==> src/rtl/cpu_pkg.sv <==
// Shared CPU definitions: datapath widths, fetch state encoding and opcode map
// used by both the decoder and the fetch unit.
package cpu_pkg;

    localparam int PC_W  = 16;
    localparam int OPC_W = 5;

    typedef enum logic [1:0] {
        FS_FETCH = 2'd0,
        FS_FULL  = 2'd1,
        FS_DRAIN = 2'd2
    } fetch_state_e;

    // Plain-vector copies of the state encoding for code that stores state as logic.
    localparam logic [1:0] ST_FETCH = 2'd0;
    localparam logic [1:0] ST_FULL  = 2'd1;
    localparam logic [1:0] ST_DRAIN = 2'd2;

    localparam logic [OPC_W-1:0] OPC_NOP = 5'h00;
    localparam logic [OPC_W-1:0] OPC_ALU = 5'h01;
    localparam logic [OPC_W-1:0] OPC_LD  = 5'h02;
    localparam logic [OPC_W-1:0] OPC_ST  = 5'h03;
    localparam logic [OPC_W-1:0] OPC_B   = 5'h10;
    localparam logic [OPC_W-1:0] OPC_BEQ = 5'h11;
    localparam logic [OPC_W-1:0] OPC_JMP = 5'h12;
    localparam logic [OPC_W-1:0] OPC_FUN = 5'h13;
    localparam logic [OPC_W-1:0] OPC_RET = 5'h14;

    function automatic logic [OPC_W-1:0] opcode_of(input logic [PC_W-1:0] word);
        return word[PC_W-1 -: OPC_W];
    endfunction

endpackage

==> src/rtl/fetch_unit_if.sv <==
// Instruction-memory read channel: one request held until the memory signals ready,
// with the read data valid in that same ready cycle.
interface fetch_unit_if;
    import cpu_pkg::*;

    logic            imem_req;
    logic [PC_W-1:0] imem_addr;
    logic            imem_rdy;
    logic [PC_W-1:0] imem_rdata;

    modport master (
        output imem_req,
        output imem_addr,
        input  imem_rdy,
        input  imem_rdata
    );

    modport slave (
        input  imem_req,
        input  imem_addr,
        output imem_rdy,
        output imem_rdata
    );

endinterface

==> src/rtl/br_target.sv <==
// Combinational redirect selection for the instruction in decode:
// RET beats JMP beats taken BEQ beats B; relative targets are PC-relative to inst_pc+1.
module br_target
    import cpu_pkg::*;
(
    input  logic [PC_W-1:0] inst_pc,
    input  logic [PC_W-1:0] br_off,
    input  logic [PC_W-1:0] jmp_tgt,
    input  logic [PC_W-1:0] ret_addr,
    input  logic            b_en,
    input  logic            beq_en,
    input  logic            jmp_en,
    input  logic            ret_en,
    input  logic            zero,
    output logic            redirect,
    output logic [PC_W-1:0] target
);

    logic [PC_W-1:0] rel_tgt;

    // Relative target wraps naturally at 16 bits, so backward offsets just add.
    always_comb begin
        rel_tgt  = inst_pc + {{(PC_W-1){1'b0}}, 1'b1} + br_off;
        redirect = 1'b0;
        target   = rel_tgt;
        if (ret_en) begin
            redirect = 1'b1;
            target   = ret_addr;
        end else if (jmp_en) begin
            redirect = 1'b1;
            target   = jmp_tgt;
        end else if (beq_en && zero) begin
            redirect = 1'b1;
            target   = rel_tgt;
        end else if (b_en) begin
            redirect = 1'b1;
            target   = rel_tgt;
        end
    end

endmodule

==> src/rtl/fetch_unit.sv <==
// Single-entry instruction fetch stage: issues one memory read at a time, buffers the
// returned word for decode, and handles branch redirects and interrupt entry.
module fetch_unit
    import cpu_pkg::*;
#(
    parameter logic [PC_W-1:0] RESET_PC = 16'h0000,
    parameter logic [PC_W-1:0] INTR_VEC = 16'h0002
) (
    input  logic              clk,
    input  logic              rst_n,
    fetch_unit_if.master      imem,
    output logic              inst_valid,
    output logic [PC_W-1:0]   inst,
    output logic [PC_W-1:0]   inst_pc,
    input  logic              stall,
    input  logic              B,
    input  logic              BEQ,
    input  logic              JMP,
    input  logic              RET,
    input  logic              zero,
    input  logic [PC_W-1:0]   br_off,
    input  logic [PC_W-1:0]   jmp_tgt,
    input  logic [PC_W-1:0]   ret_addr,
    input  logic              intr,
    output logic [PC_W-1:0]   ilr
);

    logic [1:0]      state_q,    state_d;
    logic [PC_W-1:0] req_addr_q, req_addr_d;
    logic [PC_W-1:0] pc_q,       pc_d;
    logic [PC_W-1:0] inst_q,     inst_d;
    logic [PC_W-1:0] inst_pc_q,  inst_pc_d;
    logic [PC_W-1:0] ilr_q,      ilr_d;

    logic            consume;
    logic            redirect;
    logic [PC_W-1:0] target;

    br_target u_br_target (
        .inst_pc  (inst_pc_q),
        .br_off   (br_off),
        .jmp_tgt  (jmp_tgt),
        .ret_addr (ret_addr),
        .b_en     (B),
        .beq_en   (BEQ),
        .jmp_en   (JMP),
        .ret_en   (RET),
        .zero     (zero),
        .redirect (redirect),
        .target   (target)
    );

    // Request is gated by rst_n so the bus goes quiet the instant reset asserts.
    assign inst_valid     = (state_q == ST_FULL);
    assign imem.imem_req  = rst_n && (state_q != ST_FULL);
    assign imem.imem_addr = req_addr_q;
    assign inst           = inst_q;
    assign inst_pc        = inst_pc_q;
    assign ilr            = ilr_q;
    assign consume        = inst_valid && !stall;

    always_comb begin
        state_d    = state_q;
        req_addr_d = req_addr_q;
        pc_d       = pc_q;
        inst_d     = inst_q;
        inst_pc_d  = inst_pc_q;
        ilr_d      = ilr_q;
        case (state_q)
            ST_FETCH: begin
                if (imem.imem_rdy) begin
                    if (intr) begin
                        ilr_d      = req_addr_q;
                        req_addr_d = INTR_VEC;
                    end else begin
                        inst_d    = imem.imem_rdata;
                        inst_pc_d = req_addr_q;
                        pc_d      = req_addr_q + {{(PC_W-1){1'b0}}, 1'b1};
                        state_d   = ST_FULL;
                    end
                end else if (intr) begin
                    // The read cannot be withdrawn, so wait it out before vectoring.
                    ilr_d   = req_addr_q;
                    state_d = ST_DRAIN;
                end
            end
            ST_FULL: begin
                if (intr) begin
                    ilr_d      = inst_pc_q;
                    req_addr_d = INTR_VEC;
                    state_d    = ST_FETCH;
                end else if (consume) begin
                    req_addr_d = redirect ? target : pc_q;
                    state_d    = ST_FETCH;
                end
            end
            ST_DRAIN: begin
                if (imem.imem_rdy) begin
                    req_addr_d = INTR_VEC;
                    state_d    = ST_FETCH;
                end
            end
            default: begin
                state_d = ST_FETCH;
            end
        endcase
    end

    always_ff @(posedge clk or negedge rst_n) begin
        if (!rst_n) begin
            state_q    <= ST_FETCH;
            req_addr_q <= RESET_PC;
            pc_q       <= RESET_PC;
            inst_q     <= '0;
            inst_pc_q  <= '0;
            ilr_q      <= '0;
        end else begin
            state_q    <= state_d;
            req_addr_q <= req_addr_d;
            pc_q       <= pc_d;
            inst_q     <= inst_d;
            inst_pc_q  <= inst_pc_d;
            ilr_q      <= ilr_d;
        end
    end

    // A stalled read must keep its address, and decode never overlaps a request.
    a_addr_stable: assert property (@(posedge clk) disable iff (!rst_n)
        (imem.imem_req && !imem.imem_rdy) |=> (imem.imem_addr == $past(imem.imem_addr)));

    a_one_outstanding: assert property (@(posedge clk) disable iff (!rst_n)
        !(inst_valid && imem.imem_req));

endmodule

==> src/flat_wrapper.sv <==
// flat-port wrapper written by rule: the top's interface ports become plain ports
module fetch_unit_flat import cpu_pkg::*;
#(
    parameter logic [PC_W-1:0] RESET_PC = 16'h0000,
    parameter logic [PC_W-1:0] INTR_VEC = 16'h0002
)
  (clk, rst_n, inst_valid, inst, inst_pc, stall, B, BEQ, JMP, RET, zero, br_off, jmp_tgt, ret_addr, intr, ilr, imem_imem_req, imem_imem_addr, imem_imem_rdy, imem_imem_rdata);
  fetch_unit_if imem_i ();
  input  logic clk;
  input  logic rst_n;
  output logic inst_valid;
  output logic [PC_W-1:0] inst;
  output logic [PC_W-1:0] inst_pc;
  input  logic stall;
  input  logic B;
  input  logic BEQ;
  input  logic JMP;
  input  logic RET;
  input  logic zero;
  input  logic [PC_W-1:0] br_off;
  input  logic [PC_W-1:0] jmp_tgt;
  input  logic [PC_W-1:0] ret_addr;
  input  logic intr;
  output logic [PC_W-1:0] ilr;
  output wire logic [$bits(imem_i.imem_req)-1:0] imem_imem_req;
  output wire logic [$bits(imem_i.imem_addr)-1:0] imem_imem_addr;
  input wire logic [$bits(imem_i.imem_rdy)-1:0] imem_imem_rdy;
  input wire logic [$bits(imem_i.imem_rdata)-1:0] imem_imem_rdata;
  assign imem_imem_req = imem_i.imem_req;
  assign imem_imem_addr = imem_i.imem_addr;
  assign imem_i.imem_rdy = imem_imem_rdy;
  assign imem_i.imem_rdata = imem_imem_rdata;
  fetch_unit #(.RESET_PC(RESET_PC), .INTR_VEC(INTR_VEC)) u_core (.clk(clk), .rst_n(rst_n), .imem(imem_i), .inst_valid(inst_valid), .inst(inst), .inst_pc(inst_pc), .stall(stall), .B(B), .BEQ(BEQ), .JMP(JMP), .RET(RET), .zero(zero), .br_off(br_off), .jmp_tgt(jmp_tgt), .ret_addr(ret_addr), .intr(intr), .ilr(ilr));
endmodule
==> config.mk <==
export PLATFORM = sky130hd
export DESIGN_NAME = fetch_unit_flat
export DESIGN_NICKNAME = d
export VERILOG_FILES = /design/src/rtl/cpu_pkg.sv /design/src/rtl/fetch_unit_if.sv /design/src/rtl/br_target.sv /design/src/rtl/fetch_unit.sv /design/src/flat_wrapper.sv
export SDC_FILE = /design/constraint.sdc
export NUM_CORES = 1
export LEC_CHECK = 0
export CAP_MARGIN = 20
export CORE_ASPECT_RATIO = 2
export CORE_MARGIN = 4
export CORE_UTILIZATION = 48
export DETAILED_ROUTE_END_ITERATION = 6
export PLACE_DENSITY = 0.81
export SLEW_MARGIN = 20
export SYNTH_ARGS = -nofsm -noshare
export SYNTH_HDL_FRONTEND = slang
export SYNTH_SLANG_ARGS = --single-unit
==> constraint.sdc <==
create_clock -name clk -period 3.3 [get_ports clk]
set_input_delay 0.99 -clock clk [delete_from_list [all_inputs] [get_ports clk]]
set_output_delay 0.99 -clock clk [all_outputs]
set_load 0.005 [all_outputs]
Yosys cells after proc, flatten, opt, wreduce, memory -nomap -nowiden:

Index checks and enable logic that the tools add are counted.

* $add $sub $neg: 3
* multiply operators: 0
* div/mod/pow operators: 0
* magnitude comparators: 0
* equal/unequal tests: 10
* shift-type cells: 0
* mux-type cells: 23
* bitwise operators: 1
* reduce and logical (&&, ||, !) cells: 11

Operators with widths (count)
* 2-to-1 mux 16 bit: 10
* case mux 16 bit (3 select lines): 1
* adder 16 x 1 -> 16 bit, second input constant: 2
* case mux 16 bit (2 select lines): 1
* adder 16 bit: 1
* 2-to-1 mux 2 bit: 6
* != test 3 bit, second input constant: 3
* != test 2 bit, second input constant: 4
* case mux 2 bit (3 select lines): 1
* AND reduction 3 bit: 2
* AND reduction 5 bit: 1
* 2-to-1 mux 1 bit: 4
* AND reduction 4 bit: 1
* logical AND 1 bit: 3
* nonzero test 3 bit: 1
* equality test 2 x 1 -> 1 bit, second input constant: 1
* equality test 2 bit, second input constant: 1
* zero test 2 bit: 1
* != test 2 x 1 -> 1 bit, second input constant: 1
* nonzero test 2 bit: 1
* zero test 1 bit: 1
* inverter 1 bit: 1

* flip-flop bits (word level): 82
* latch bits: 0
* RAM bits: 0
* memory bits (read-only): 0
* bits of input ports: 74
* memories: 0

Logic depth before layout (Yosys ltp):

Gate-level depths: netlist (run 1).

* depth after elaboration: 8
* mapped depth: 10

Hierarchy:

Synthesis (run 1) repeated with hierarchy kept, for this count alone.

* cell total of the unflattened synthesis: 538
* area, all modules: 4788.3 µm²

Modules (own cells, without submodules)
* fetch_unit: instances 1, cells an instance 388, area each 3763.6 µm²
* br_target: instances 1, cells an instance 150, area each 1024.7 µm²

Worst setup path before layout (run 1):

Ideal clock, no wire load.

* kind: input to register
* start point: in br_off[0]
* end point: reg u_core.req_addr_q[8], in the netlist u_core.imem.imem_addr[8]
* library setup time: 131 ps
* arrival: 2811 ps
* data required time: 3169 ps
* setup slack: 358 ps
* stages: 10
* cells stage by stage: inv_1 ha_1 inv_1 fa_1 a211oi_1 o21bai_1 a21oi_1 o21bai_1 mux2i_1 or3_1

* word-level cells in the longest chain between the ends: 7

Ends and longest elaborated chain
* start, declared: line flat_wrapper.sv:20 `input logic [PC_W-1:0] br_off;`
* adder 16 bit: line br_target.sv:23 `rel_tgt = inst_pc + {{(PC_W-1){1'b0}}, 1'b1} + br_off;`
* 2-to-1 mux 16 bit: line br_target.sv:29 `end else if (jmp_en) begin`
* 2-to-1 mux 16 bit: line br_target.sv:26 `if (ret_en) begin`
* 2-to-1 mux 16 bit: line fetch_unit.sv:93 `req_addr_d = redirect ? target : pc_q;`
* 2-to-1 mux 16 bit: line fetch_unit.sv:92 `end else if (consume) begin`
* 2-to-1 mux 16 bit: line fetch_unit.sv:88 `if (intr) begin`
* case mux 16 bit (3 select lines): line fetch_unit.sv:69 `case (state_q)`
* end signal, assigned: line fetch_unit.sv:119 `req_addr_q <= req_addr_d;`
* end, declared: line fetch_unit.sv:29 `logic [PC_W-1:0] req_addr_q, req_addr_d;`

Every way passes these cells. The select of a mux whose other input is x is not followed.
A chain may end at the register's enable or synchronous reset.

Worst setup path after layout (run 1):

* start point: in br_off[1]
* end point: reg u_core.req_addr_q[7], in the netlist u_core.imem.imem_addr[7]

The elaborated chain is that of the path after synthesis.

==> run metrics, run 1 <==
dominant cells by area after synthesis dfrtp_1, mux2_2, ha_1; worst slew pin tran 815 ps; number of synthesized flops with an enable pin 0; Mapped Nets 568; initial drt markers 360; reg2reg path depth 7; sequential area share after synthesis 0.434; pre-CTS setup slack -96.3 ps; final hold vios 0; Final Skew 5.96 ps; HPWL Detailed 11100 µm; post-cts resize count 0; die area 11600 µm²; IO Count 140; leading area contributor after synthesis dfrtp_1; final setup violation count 0; min cycle time layout 3110 ps; die width 78.2 µm; crit path to u_core.imem.imem_addr[7]; synthesized area 4730 µm²; Post-synth top cells dfrtp_1, nand2_1, nor2_1; Slew HR 0.457; VDD IR-drop max 289 µV; Fmax achieved 322 MHz; area delta synth->final 40.0%; CTS Sinks 82; CP Max Fanout 4; CTS tree done; Clock Latency Late Sink 340 ps; Worst EP arrival 3370 ps; Critical Path Start Type primary input; Reg-to-Reg Start u_core.inst_pc[1]; Worst path max stage delay 560 ps; Yosys cell types 71; CTS Buf Count 9; Crit path required time 3560 ps; Leakage 2.75 nW; reg-to-reg setup timing slack 820 ps; chip height 148 µm; core area 9700 µm²; first-pass GRT wire length 22600 µm; crit-path cells clkdlybuf4s50_1, ha_1, nor2b_1, o2111ai_1, nand2_1, a2111oi_0, a311oi_1, o21ai_1; Rows 51; Stages on worst setup path 8; reg-to-reg endpoint u_core.imem.imem_addr[7]; Routed WL 14300 µm; critical path type primary input to flip-flop; Hold WC Path Type flip-flop to flip-flop; post-CTS setup buffers 0; Slowest-stage cell, CP a2111oi_0; kind of cell adding the most delay to the critical path compound AO/OA/AOI/OAI gates; clk slew on worst S/H paths 70 ps; drt drc 0; Post-synth ARST share 1.00; Max-Cap Viols 0; top-count cell post-synth dfrtp_1; drt first pass iters 6; Mean Syn Cell Area 9.92 µm²; Starting Density 0.488; clk buf depth 2; Crit. End Element flip-flop; # diodes 0; share of layout cells above drive strength 1 0.123; count of input and output buffers 139; ANT nets after route 0; vias in the first global route 4475; Mapped Cells 477; vias 4321; wire per inst 18.8 µm; GPL Wtd Cong 0.891; RSZ-0062 raised after global routing false; All-Layer GR Usage 0.249; placed cell count 742; Pins Over Slew Limit 0; Synth Flop Type dfrtp_1; routed vias/inst 5.70; Synth top area share 0.434; CP startpoint br_off[1]; initial antenna violation count 0; grt total ovfl 0; FF+latch count, synth 82; Layout Cells excl Fill 758; depth of the CTS H-tree 3; yosys warns 0; final worst setup slack 191 ps; largest net degree at the start of global routing 65; Root Buffer clkbuf_16; Hold-fix buffers, CTS 0; status completed; PD cells 476 nW/µm²; Tcrit/Tclk final 0.942; CP bufs+invs 1; nets 712
## final cells by class
type                            instances  area, µm²
Fill cell                             808       3080
Multi-Input combinational cell        359       2520
Sequential cell                        82       2050
Timing Repair Buffer                  156       1530
Clock buffer                            9        225
Tap cell                              132        165
Clock inverter                          7       83.8
Inverter                               13       48.8
## state kept, by name, indices dropped and copies added, names as in the netlist
| register | cells |
|---|---|
| u_core.ilr | 16 |
| u_core.imem.imem_addr | 16 |
| u_core.pc_q | 16 |
| u_core.state_q | 2 |
| u_core.inst_pc | 16 |
| u_core.inst | 16 |
## layer usage
| layer | global-route usage | vias up | part of all wire | routed length (µm) |
|---|---|---|---|---|
| li1 | - | 2031 | - | - |
| met1 | 0.282 | 2093 | 0.37 | 5330 |
| met2 | 0.471 | 171 | 0.55 | 7860 |
| met3 | 0.0400 | 26 | 0.053 | 756 |
| met4 | 0.0762 | 0 | 0.022 | 308 |
| met5 | 0 | - | 0 | 0 |
## kinds of logic after synthesis
kind of cell | Yosys count | synth area share
multiplexers | 52 | 0.118
buffers and inverters | 36 | 0.0346
adder cells (fa/ha/maj) | 17 | 0.0465
AND/OR/NAND/NOR | 135 | 0.140
XOR/XNOR | 20 | 0.0370
AO/OA/AOI/OAI | 135 | 0.190
flip-flops | 82 | 0.434
## stage by stage
step / hold slack (ps) / TNS (ps) / total power [mW] / util / cell area [µm²]
finish: 487 / 0 / 3.15 / 0.683 / 6620
global route: 506 / 0 / 3.30 / 0.683 / 6620
CTS: 493 / 0 / 3.18 / 0.683 / 6620
detailed placement: 475 / -220 / 2.13 / 0.651 / 6310
global placement: 460 / -97.8 / 2.10 / 0.651 / 6310
floorplan: 472 / 0 / 1.66 / - / 4730
## worst min path at each step
stage	end	slack, ps	from	cells after the start
4_1_cts	u_core.ilr[8]	490	u_core.ilr[8]	2
2_1_floorplan	u_core.imem.imem_addr[3]	470	u_core.pc_q[3]	2
5_1_grt	u_core.ilr[2]	510	u_core.ilr[2]	2
3_3_place_gp	u_core.ilr[7]	460	u_core.ilr[7]	2
6_report	u_core.ilr[5]	490	u_core.ilr[5]	2
3_5_place_dp	u_core.ilr[4]	480	u_core.ilr[4]	2
## worst reg2reg max path, stage by stage (launching register included)
cell       delay [ps]
dfrtp_1           460
ha_1              320
nor2b_1           150
o2111ai_1         440
nand2_1           210
a2111oi_0         560
a311oi_1          120
o21ai_1           150
## cell usage in the layout (no fill, tap or decap), types with 4 or more instances in the layout
master,count
clkdlybuf4s50_1,138
dfrtp_1,82
nand2_1,47
nor2_1,41
a21oi_1,35
mux2_2,31
o21ai_0,26
mux2i_1,20
buf_4,17
ha_1,16
inv_1,13
xnor2_1,12
clkbuf_16,9
nor3_1,8
a211oi_1,8
xor2_1,8
a22oi_1,6
nor2b_1,5
o21ai_1,5
o21a_1,5
a21o_1,4
nand2b_1,4
o221ai_1,4
and3_1,4
## power breakdown
part / internal [mW] / switching (mW) / leakage [nW]
Combinational: 0.479 / 0.355 / 1.55
Sequential: 1.15 / 0.125 / 1.05
Clock: 0.601 / 0.442 / 0.149
Total: 2.23 / 0.922 / 2.75
(Power assumes the default switching activity.)
==> run 2: changes to the inputs <==
--- a/config.mk
+++ b/config.mk
@@ -7,7 +7,6 @@
 export LEC_CHECK = 0
 export CAP_MARGIN = 20
 export CORE_ASPECT_RATIO = 2
-export CORE_MARGIN = 4
 export CORE_UTILIZATION = 48
 export DETAILED_ROUTE_END_ITERATION = 6
 export PLACE_DENSITY = 0.81
==> run 2 against run 1 <==
Against the previous run: largest cell class unchanged; clock power is essentially flat; critical endpoint is now u_core.imem.imem_addr[8]; non-clock buffer count grew 2; critical path depth grew 4; combinational power grew 0.7%.
==> run metrics, run 2 (synthesis results as in run 1) <==
VDD IR-drop max 337 µV (+17%); Crit. End Element flip-flop; drt first pass iters 5 (-1); Max-Cap Viols 0 (unchanged); final worst setup slack 156 ps (-34.5 ps); largest net degree at the start of global routing 65 (unchanged); IO Count 140 (unchanged); min cycle time layout 3140 ps (+34.5 ps); Root Buffer clkbuf_16; RSZ-0062 raised after global routing false; status completed; drt drc 0 (unchanged); sequential group share of total power 0.409 (+0.004); CTS tree done; CTS Sinks 82 (unchanged); Clock Latency Late Sink 350 ps (about the same); clk slew on worst S/H paths 70 ps (about the same); routed vias/inst 5.76 (+1.1%); nets 714 (+0.28%); pre-CTS setup slack -128 ps (-32.0 ps); initial antenna violation count 0 (unchanged); worst slew pin tran 586 ps (-229 ps); final hold vios 0 (unchanged); Placed Area 6330 µm² (+0.20%); wire per inst 18.8 µm (about the same); final setup violation count 0 (unchanged); Slowest-stage cell, CP clkdlybuf4s50_1; # diodes 0 (unchanged); count of input and output buffers 139 (unchanged); die area 10300 µm² (-11%); chip height 142 µm (-4.0%); most frequent cells in the layout clkdlybuf4s50_1, dfrtp_1, nand2_1; initial drt markers 423 (+18%); Crit path required time 3520 ps (-40 ps); first-pass GRT wire length 22600 µm (-0.15%); sw frac 0.291 (-0.00204); critical path type primary input to flip-flop; Worst EP arrival 3360 ps (about the same); Tcrit/Tclk final 0.953 (+0.0104); sw power 0.907 mW (-1.6%); worst hold slack 483 ps (-4.03 ps); PD cells 472 nW/µm² (-0.89%); core area 9450 µm² (-2.6%); Layout Cells excl Fill 757 (-0.13%); HPWL Detailed 10800 µm (-2.2%); Worst path max stage delay 390 ps (-170 ps); Power Internal 2.22 mW (-0.66%); Leakage 2.75 nW (about the same); Routed WL 14200 µm (about the same); Pins Over Slew Limit 0 (unchanged); Hold-fix buffers, CTS 0 (unchanged); depth of the CTS H-tree 3 (unchanged); kind of cell adding the most delay to the critical path compound AO/OA/AOI/OAI gates; Clk pwr share 0.323 (-0.008); CP bufs+invs 4 (+3); commonest non-fill, non-tap cell in the layout clkdlybuf4s50_1; fin area 6620 µm² (about the same); post-CTS setup buffers 0 (unchanged); area delta synth->final 39.9% (about the same); combinational power share 0.269 (+0.005); GPL Wtd Cong 0.883 (-0.94%); Slew HR 0.609 (+0.152); Final Total Pwr 3.12 mW (-0.95%); Starting Density 0.501 (+0.0130); share of layout cells above drive strength 1 0.124 (+0.00140); Rows 50 (-2.0%); ANT nets after route 0 (unchanged); clk buf depth 2 (unchanged); CTS Buf Count 9 (unchanged); Fmax achieved 318 MHz (-1.1%); crit-path cells clkdlybuf4s50_1, inv_1, ha_1, inv_1, fa_1, a211oi_1, buf_4, o21bai_1, a21oi_1, o21bai_1, mux2i_1, or3_1; die width 72.2 µm (-7.7%); placed cell count 742 (unchanged); CP Max Fanout 3 (-1); Critical Path Start Type primary input; All-Layer GR Usage 0.291 (+0.0413); vias 4363 (+0.97%); vias in the first global route 4493 (+0.40%); Hold WC Path Type flip-flop to flip-flop; post-cts resize count 0 (unchanged); grt total ovfl 0 (unchanged); Final Skew 10.1 ps (+4.11 ps)
run 2: cell types whose count changed in the layout (fill, tap and decap cells not counted), sizes merged:
cell      before  now
clkinv         1    2
buf           18   20
clkinvlp       1    2
inv           17   14
run 2: power groups by stage:
stage                     Combinational, mW  Clock [mW]  Sequential (mW)
after global placement                0.814           0             1.28
after CTS                             0.843        1.01             1.27
after detailed placement              0.836           0             1.29
after global routing                  0.913        1.05             1.30
after floorplan                       0.400           0             1.26
final                                 0.839        1.01             1.28
run 2: worst paths after layout:
path / from / to / slack [ps] / cells past startpoint
max: br_off[0] / u_core.imem.imem_addr[8] / 160 / 12
min: u_core.ilr[1] / u_core.ilr[1] / 480 / 2
max reg2reg: u_core.inst_pc[0] / u_core.imem.imem_addr[8] / 740 / 11
min reg2reg: u_core.ilr[1] / u_core.ilr[1] / 480 / 2
max in group asynchronous: rst_n / u_core.imem.imem_addr[7] / 1610 / 3
min in group asynchronous: rst_n / u_core.ilr[2] / 700 / 2
run 2: area by class of cell:
class	instances	area (µm²)
multi-input cells	359	2520
clock buffers	9	225
well taps	130	163
inverters	13	48.8
fillers	713	2830
flip-flops and latches	82	2050
clock inverters	6	67.6
repair buffers	158	1540
run 2: worst min-delay path: stages (launching register included):
cell	delay, ps
dfrtp_1	350
nand2_1	50
o21ai_0	60
run 2: layer usage:
layer / up-vias / track usage / share of wire
met3: 26 / 0.0460 / 0.043
met1: 2137 / 0.331 / 0.39
li1: 2039 / - / -
met4: 0 / 0.118 / 0.028
met2: 161 / 0.527 / 0.54
met5: - / 0 / 0
run 2: per-stage QoR:
| step | setup TNS, ps | util |
|---|---|---|
| 5_1_grt | 0 | 0.701 |
| 2_1_floorplan | 0 | - |
| 4_1_cts | 0 | 0.701 |
| 6_report | 0 | 0.701 |
| 3_5_place_dp | -208 | 0.670 |
| 3_3_place_gp | -131 | 0.670 |
==> run 3: changes to the inputs <==
==> constraint.sdc (replaced) <==
create_clock -name clk -period 3.7 [get_ports clk]
set_input_delay 1.11 -clock clk [delete_from_list [all_inputs] [get_ports clk]]
set_output_delay 1.11 -clock clk [all_outputs]
set_load 0.005 [all_outputs]
==> run 3 against run 2 <==
Against the previous run: first-iteration DRC count shrank 4.5%; critical path depth shrank 1; sequential share of layout area rose by 0.12 points; power decreased by 10%; wire length fell by 4.2%; worst setup slack gained 190 ps; final cell count down 0.66%; sequential power is 11% lower; worst hold slack worse by 1.9 ps; die area is the same; non-clock buffer count fell by 6; largest power group unchanged.
==> run metrics, run 3 (synthesis results as in run 1) <==
Placed Area 6280 µm² (-0.71%); post-CTS setup buffers 0 (unchanged); RSZ-0062 raised after global routing false; GPL Wtd Cong 0.924 (+4.6%); # diodes 0 (unchanged); clk buf depth 2 (unchanged); Leakage 2.73 nW (-0.58%); min cycle time layout 3350 ps; fin area 6590 µm² (-0.40%); Hold WC Path Type flip-flop to flip-flop; depth of the CTS H-tree 3 (unchanged); clk slew on worst S/H paths 60 ps (about the same); sequential cell area 2050 µm² (unchanged); CTS Sinks 82 (unchanged); CTS tree done; largest net degree at the start of global routing 65 (unchanged); Max-Cap Viols 0 (unchanged); critical path type primary input to flip-flop; Core Util, Final 0.698 (-0.00278); worst hold slack 481 ps (-1.88 ps); routed vias/inst 5.63 (-2.2%); initial antenna violation count 0 (unchanged); Slew HR 0.370 (-0.240); Root Buffer clkbuf_16; Routed WL 13600 µm (-4.2%); grt total ovfl 0 (unchanged); CP Max Fanout 3 (unchanged); FILL cells 726 (+1.8%); worst slew pin tran 946 ps (+360 ps); count of input and output buffers 139 (unchanged); commonest non-fill, non-tap cell in the layout clkdlybuf4s50_1; initial drt markers 404 (-4.5%); Tcrit/Tclk final 0.907; Worst EP arrival 3570 ps (+210 ps); final setup TNS 0 ps (unchanged); Fmax achieved 298 MHz; HPWL Detailed 10500 µm (-2.9%); chip height 142 µm (unchanged); post-cts resize count 0 (unchanged); core area 9450 µm² (unchanged); die width 72.2 µm (unchanged); Final Skew 7.57 ps (-2.50 ps); Rows 50 (unchanged); Critical Path Start Type primary input; CTS Buf Count 9 (unchanged); vias 4237 (-2.9%); Hold-fix buffers, CTS 0 (unchanged); wire per inst 18.1 µm (-3.6%); final hold vios 0 (unchanged); Pins Over Slew Limit 0 (unchanged); IO Count 140 (unchanged); All-Layer GR Usage 0.281 (-0.00994); VDD IR-drop max 286 µV (-15%); vias in the first global route 4316 (-3.9%); placed cell count 736 (-0.81%); PD cells 425 nW/µm² (-9.8%); drt drc 0 (unchanged); share of layout cells above drive strength 1 0.117 (-0.00704); status completed; area of the multi-input gates 2520 µm² (unchanged); first-pass GRT wire length 22000 µm (-2.9%); final setup violation count 0 (unchanged); Layout Cells excl Fill 752 (-0.66%); area delta synth->final 39.4%; Clock Latency Late Sink 340 ps (about the same); nets 708 (-0.84%); ANT nets after route 0 (unchanged); drt first pass iters 5 (unchanged); Starting Density 0.501 (unchanged); Crit. End Element flip-flop; most frequent cells in the layout clkdlybuf4s50_1, dfrtp_1, nand2_1; die area 10300 µm² (unchanged); Crit path required time 3910 ps (+390 ps)
-- run 3: cell types whose count changed in the layout (fill, tap and decap cells not counted), sizes merged --
cell      before  now
buf           20   14
clkbuf         9   10
inv           14   15
clkinvlp       2    1
-- run 3: metrics by stage --
stage	power, mW	worst slack [ps]
6_report	2.81	345
5_1_grt	2.94	218
4_1_cts	2.82	371
3_5_place_dp	1.88	14.1
3_3_place_gp	1.86	87.9
2_1_floorplan	1.48	638
-- run 3: power by group --
group	internal, mW	switching [mW]
sequential	1.03	0.111
combinational	0.419	0.312
clock	0.549	0.389
-- run 3: area by class of cell --
cell class              count  share of cell area
multi-input cells         359               0.382
flip-flops and latches     82               0.311
repair buffers            152               0.227
clock buffers              10              0.0362
well taps                 130              0.0247
clock inverters             6              0.0110
inverters                  13             0.00740
-- run 3: critical path, cell delays in order --
cell	delay [ps]
clkdlybuf4s50_1	410
inv_1	60
ha_1	170
inv_1	60
fa_1	410
a211oi_1	410
o21bai_1	130
a21oi_1	210
o21bai_1	110
mux2i_1	140
or3_1	360
-- run 3: per-layer routing --
metal / global-route usage / vias up / part of all wire
li1: - / 2028 / -
met1: 0.333 / 2010 / 0.39
met2: 0.502 / 170 / 0.53
met3: 0.0375 / 29 / 0.046
met4: 0.108 / 0 / 0.028
met5: 0 / - / 0
-- run 3: path summary, 6_finish.rpt --
check | endpoint | depth (start not counted) | slack, ps | startpoint
worst max-delay path | u_core.imem.imem_addr[8] | 11 | 350 | br_off[0]
worst max register to register | u_core.imem.imem_addr[8] | 10 | 1060 | u_core.inst_pc[0]
worst min-delay path | u_core.ilr[5] | 2 | 480 | u_core.ilr[5]
worst min register to register | u_core.ilr[5] | 2 | 480 | u_core.ilr[5]
min in group asynchronous | u_core.ilr[3] | 2 | 810 | rst_n
max in group asynchronous | u_core.inst[4] | 3 | 1910 | rst_n
